[src/rtl/mux81_rr_arbiter.sv]
// rtl/mux81_rr_arbiter.sv - round-robin owner of an 8:1 data mux with valid/ready output
// Grants one requester at a time, streams its data, releases on request drop or HOLD_MAX beats.
module mux81_rr_arbiter #(
  parameter int DW       = 8,
  parameter int HOLD_MAX = 4
) (
  input  logic            clk,
  input  logic            rst_n,
  input  logic [7:0]      req,
  input  logic [8*DW-1:0] din,
  input  logic            dout_ready,
  output logic [7:0]      grant,
  output logic [2:0]      sel,
  output logic [DW-1:0]   dout,
  output logic            dout_valid,
  output logic            busy
);

  typedef enum logic {
    S_IDLE,
    S_GRANT
  } state_t;

  localparam logic [7:0] LAST_BEAT = 8'(HOLD_MAX - 1);

  state_t     r_state;
  state_t     w_state_nx;
  logic [7:0] r_grant;
  logic [7:0] w_grant_nx;
  logic [2:0] r_sel;
  logic [2:0] w_sel_nx;
  logic [2:0] r_ptr;
  logic [2:0] w_ptr_nx;
  logic [7:0] r_beat_cnt;
  logic [7:0] w_beat_cnt_nx;
  logic [2:0] w_winner;
  logic [2:0] w_idx;
  logic       w_found;
  logic       w_beat;

  // Search starts at ptr so the most recently released channel is checked last.
  always_comb begin
    w_winner = r_ptr;
    w_found  = 1'b0;
    w_idx    = '0;
    for (int i = 0; i < 8; i++) begin
      w_idx = r_ptr + 3'(i);
      if (!w_found && req[w_idx]) begin
        w_winner = w_idx;
        w_found  = 1'b1;
      end
    end
  end

  assign busy       = (r_state == S_GRANT);
  assign dout_valid = busy & req[r_sel];
  assign dout       = busy ? din[r_sel*DW +: DW] : '0;
  assign w_beat     = dout_valid & dout_ready;
  assign grant      = r_grant;
  assign sel        = r_sel;

  always_comb begin
    w_state_nx    = r_state;
    w_grant_nx    = r_grant;
    w_sel_nx      = r_sel;
    w_ptr_nx      = r_ptr;
    w_beat_cnt_nx = r_beat_cnt;
    case (r_state)
      S_IDLE: begin
        if (w_found) begin
          w_state_nx    = S_GRANT;
          w_grant_nx    = 8'd1 << w_winner;
          w_sel_nx      = w_winner;
          w_beat_cnt_nx = '0;
        end
      end
      S_GRANT: begin
        if ((w_beat && (r_beat_cnt == LAST_BEAT)) || !req[r_sel]) begin
          w_state_nx = S_IDLE;
          w_grant_nx = '0;
          w_ptr_nx   = r_sel + 3'd1;
        end else if (w_beat) begin
          w_beat_cnt_nx = r_beat_cnt + 8'd1;
        end
      end
      default: begin
        w_state_nx = S_IDLE;
        w_grant_nx = '0;
      end
    endcase
  end

  always_ff @(posedge clk or negedge rst_n) begin
    if (!rst_n) begin
      r_state    <= S_IDLE;
      r_grant    <= '0;
      r_sel      <= '0;
      r_ptr      <= '0;
      r_beat_cnt <= '0;
    end else begin
      r_state    <= w_state_nx;
      r_grant    <= w_grant_nx;
      r_sel      <= w_sel_nx;
      r_ptr      <= w_ptr_nx;
      r_beat_cnt <= w_beat_cnt_nx;
    end
  end

endmodule

[config.mk]
export PLATFORM = sky130hd
export DESIGN_NAME = mux81_rr_arbiter
export DESIGN_NICKNAME = d
export VERILOG_FILES = /design/src/rtl/mux81_rr_arbiter.sv
export SDC_FILE = /design/constraint.sdc
export NUM_CORES = 1
export LEC_CHECK = 0
export CORE_MARGIN = 8
export CORE_UTILIZATION = 25
export CTS_BUF_LIST = sky130_fd_sc_hd__clkbuf_8
export DETAILED_ROUTE_END_ITERATION = 8
export HOLD_SLACK_MARGIN = 0.05
export RECOVER_POWER = 100
export SLEW_MARGIN = 15
export SYNTH_ARGS = -nofsm -noshare
export SYNTH_HDL_FRONTEND = slang
export SYNTH_SLANG_ARGS = --single-unit
export TNS_END_PERCENT = 10
[constraint.sdc]
create_clock -name clk -period 4.2 [get_ports clk]
set_clock_uncertainty 0.1 [all_clocks]
set_input_delay 0.84 -clock clk [delete_from_list [all_inputs] [get_ports clk]]
set_output_delay 0.84 -clock clk [all_outputs]
set_load 0.005 [all_outputs]
# --- After elaboration in Yosys (flattened, before gate mapping) ---
# Cells that the tools add are included.
word_totals:
  n_memories: 0
  input_bits: 75
  mem_bits_ro: 0
  latch_bits: 0
  register_bits: 23
  ram_bits: 0
classes:
  mul: 0
  addsub: 9
  bitwise_logic: 3
  reduce_logical: 21
  n_lt_le_gt_ge: 9
  n_div: 0
  eq_ne: 5
  shift: 2
  muxes: 44
op_table:
  columns: ["op", "count"]
  rows:
  - ["$shiftx A64 B7 Y8", 1]
  - ["$mux W8", 6]
  - ["$lt A3 B4 Y1 const B", 9]
  - ["$pmux W8 S2", 2]
  - ["$bmux W1 S3", 9]
  - ["$mux W3", 7]
  - ["$mux W1", 19]
  - ["$add A3 B3 Y3 const B", 4]
  - ["$add A8 B1 Y8 const B", 1]
  - ["$eq A8 B2 Y1 const B", 1]
  - ["$logic_and A1 B1 Y1", 8]
  - ["$logic_not A1 Y1", 8]
  - ["$shl A1 B3 Y8 const A", 1]
  - ["$add A3 B1 Y3 const B", 2]
  - ["$add A3 B2 Y3 const B", 2]
  - ["$reduce_and A2 Y1", 3]
  - ["$ne A2 B1 Y1 const B", 2]
  - ["$ne A2 B2 Y1 const B", 2]
  - ["$reduce_and A3 Y1", 1]
  - ["$and A1 B1 Y1", 2]
  - ["$pmux W1 S2", 1]
  - ["$logic_or A1 B1 Y1", 1]
  - ["$not A1 Y1", 1]

# --- Logic depth before layout (Yosys ltp) ---
depth:
  ltp_word: 27
  mapped_depth: 13
  mapped_depth_nobuf: 9

# --- Worst setup path after synthesis ---
# OpenSTA, ideal clock, no wires.
synth_path:
  path_type: "reg-to-reg"
  startpoint: "register r_ptr[0]"
  endpoint: "register r_grant[5] (netlist: grant[5])"
  stages_incl_launch_ff: 12
  n_path_buf: 2
  arrival_time_ns: 3.057
  t_required_ns: 4.008
  setup_ns: 0.092
  synth_period_minus_slack_ns: 3.249
  path_slack_ns: 0.951
  path_cell_list: "dfrtp_1 buf_6 inv_1 ha_1 buf_6 mux4_1 mux2i_1 and3_2 a41oi_4 a21oi_1 nand2_1 o31ai_2"
synth_between:
  elab_chain_len: 27
  word_cells_on_any_way: 57
  cone_classes: "7 x add/sub; 1 x eq/ne; 1 x shift; 33 x mux; 15 x reduce/logical"
synth_lines:
  columns: ["element", "line", "source"]
  rows:
  - ["start, declared", "32", "logic [2:0] r_ptr;"]
  - ["start signal, assigned", "104", "r_ptr <= w_ptr_nx;"]
  - ["branches (longest 27 deep; another with $add A3 B1 Y3)", null, null]
  - ["end signal, assigned", "102", "r_grant <= w_grant_nx;"]
  - ["end, declared", "28", "logic [7:0] r_grant;"]
# Several ways; the timed one is not identified. The select of a mux whose other input is x is not followed.
# A chain may end at the register's enable or synchronous reset.

# --- Worst setup path in the final report ---
layout_path:
  startpoint: "input port req[7]"
  endpoint: "output port dout_valid"
layout_between:
  elab_chain_len: 3
layout_lines:
  columns: ["element", "line", "source"]
  rows:
  - ["start, declared", "9", "input logic [7:0] req,"]
  - ["$bmux W1 S3", "56", "assign dout_valid = busy & req[r_sel];"]
  - ["$mux W1 (implied by the code)", "56", null]
  - ["$and A1 B1 Y1", "56", null]
  - ["end, declared", "15", "output logic dout_valid,"]
# Every way passes these cells. The select of a mux whose other input is x is not followed.

==> results.txt <==
Layout cells sized above 1 -> 0.161
Core ar. -> 0.0107 mm^2
Largest net degree at the start of global routing -> 24
Avg WL per Cell -> 16.4 um
Area delta synth->final -> 39.6%
Layout net count -> 421
First-pass GRT wire length -> 13200 um
TritonCTS clock tree -> built
Number of antenna repair diodes -> 0
Synth unique cells -> 65
Pwr dens -> 764 mW/mm^2
Worst-path maximum fanout -> 7
Initial DRC Count -> 139
Most instantiated cells after synthesis -> mux4_2, nand2_1, dfrtp_1, nor2_1, mux2i_1
IO Port Bufs -> 95
Slew Limit Headroom -> 0.160
Via density -> 5.17
Leak -> 1.47 nW
Fmax achieved -> 259 MHz
Slew @ Worst Pin -> 1.26 ns
Drt total wl -> 7880 um
Max Cap Violations -> 0
WS Path Type -> in2out
Synthesized flop and latch total -> 23
Worst skew pair latency -> 0.26 ns
GPL Wtd Cong -> 0.807
Syn nets -> 331
Max-slew violation count -> 0
YS warnings -> 0
Synth Area in Adders -> 0.0187
Vias in the first global route -> 2656
Detailed Place HPWL -> 6520 um
Critical Path RT -> 3.26 ns
Post-layout min period -> 3.87 ns
Filler cells -> 1083
Mapped Area -> 0.00268 mm^2
Tcrit/Tclk final -> 0.921
Setup crit start kind -> input port
Synth Area in Compound Gates -> 0.178
Starting Density -> 0.252
CTS root buf -> clkbuf_8
Mapped Cells -> 252
Critical path arrival -> 2.93 ns
Share of the synthesized area in the top cell type -> 0.218
Most frequent cell after synthesis -> mux4_2
Share of synthesized cell area in and, or, nand and nor gates -> 0.149
Synth area leaders -> mux4_2, dfrtp_1, mux2i_1, mux4_1, nand2_1
Main combinational cell family by area after synthesis -> multiplexers
# rows -> 38
RSZ-0062 raised after global routing -> false
Endpoints failing setup -> 0
Initial DRT Pass Iterations -> 4
CP Capture Type -> primary output
Die Width -> 120 um
Final TNS setup -> 0 ns
Post-CTS Hold Buffers -> 0
GR Overflow Total -> 0
Clock slew at reported path FFs -> 0.08 ns
Hold Vio Cnt, Final -> 0
Async SR Flop Fraction -> 1.00
Class of the worst hold path -> reg2reg
Pre-CTS setup slack -> 0.295 ns
PostCTS Resize Cnt -> 0
Die Area -> 0.0143 mm^2
Post-CTS setup buffers -> 0
Sink Count -> 23
Outcome -> finished clean
Setup ws final -> 0.333 ns
# IOs -> 96
Sequential fraction of the synthesis area -> 0.215
Mux share of post-synthesis cell area -> 0.354
Post-DRT Antenna Nets -> 0
H-tree Lvls -> 1
Worst vdd ir -> 0.243 mV
Largest area contributor in the netlist -> mux4_2
Tot GR Track Use -> 0.110
Remaining DRCs -> 0
Initial antenna violation count -> 0
Synthesized area per cell -> 10.6 um^2
Synth Flop Type -> dfrtp_1
Total number of vias -> 2485
Clock Tree Buf Depth -> 2
CTS Buf Count -> 3
Number of synthesized flops with an enable pin -> 0
Die H -> 120 um
XOR/XNOR share of the synthesized area -> 0.0261
-- per-stage QoR --
stage | instance area, um^2 | total power, mW | utilization | hold WS (ns) | std cells
final | 3740 | 2.86 | 0.352 | 0.386 | 481
after global routing | 3740 | 3.12 | 0.352 | 0.427 | 481
after CTS | 3770 | 2.95 | 0.354 | 0.398 | 481
after detailed placement | 3730 | 2.81 | 0.350 | 0.380 | 477
after global placement | 3730 | 2.79 | 0.350 | 0.383 | 477
after floorplan | 2680 | 2.25 | - | 0.373 | 252
-- worst paths after layout --
path,slack [ns],cells past startpoint,to,from
hold reg to reg,0.39,2,grant[5]$_DFFE_PN0P_,grant[5]$_DFFE_PN0P_
max in group asynchronous,2.53,1,r_beat_cnt[6]$_DFFE_PN0P_,rst_n
setup reg to reg,0.51,9,grant[1]$_DFFE_PN0P_,r_ptr[1]$_DFFE_PN0P_
min in group asynchronous,0.73,1,grant[6]$_DFFE_PN0P_,rst_n
setup / recovery,0.33,5,dout_valid,req[7]
hold / removal,0.39,2,grant[5]$_DFFE_PN0P_,grant[5]$_DFFE_PN0P_
-- critical path: stages --
cell and delay, ns:
dlygate4sd3_1 0.62, mux4_2 0.53, mux2i_1 0.29, nor2_1 0.06
dlygate4sd3_1 0.58
-- cell type report --
class,count,area [um^2],share of cell area
well taps,140,175,0.0468
flip-flops and latches,23,576,0.154
inverters,7,26.3,0.00702
repair buffers,102,990,0.264
multi-input cells,205,1930,0.516
clock inverters,1,3.75,0.00100
clock buffers,3,41.3,0.0110
-- registers in the layout (all words and copies together) (netlist names) --
name / flops
r_beat_cnt: 8
busy: 1
grant: 8
sel: 3
r_ptr: 3
-- cell families after synthesis --
kind of cell	Yosys count
and+or+nand+nor	79
adders and majority gates	4
AOI/OAI and AO/OA	59
xor gates and xnor gates	8
buffers and inverters	24
muxes	55
DFF	23
-- power by group --
part / internal (mW) / total [mW] / switching, mW
Clock: 0.0652 / 0.135 / 0.0699
Sequential: 0.283 / 0.368 / 0.0856
Combinational: 1.11 / 2.36 / 1.24
Total: 1.46 / 2.86 / 1.40
-- layout by cell type (no fill, tap or decap), types with 4 or more instances in the layout --
cell type        count
xor2_1               6
nand2_1             25
dfrtp_1             23
a31oi_1              4
ha_1                 4
mux4_1               4
clkdlybuf4s50_1     75
nand4_1              5
buf_4                5
and3_1               4
inv_1                7
dlygate4sd3_1       19
mux2i_1             19
nor2_1              22
a21oi_1             10
mux4_2              26
mux2_2               5
o21ai_0             15
-- metal layers --
metal | GRT usage | vias up | share of wire
met5 | 0 | - | 0
met4 | 0.0180 | 0 | 0.011
met3 | 0.0437 | 8 | 0.092
met2 | 0.187 | 102 | 0.47
met1 | 0.129 | 1194 | 0.43
li1 | - | 1181 | -
Note: power is estimated with default switching activity, not from simulation.
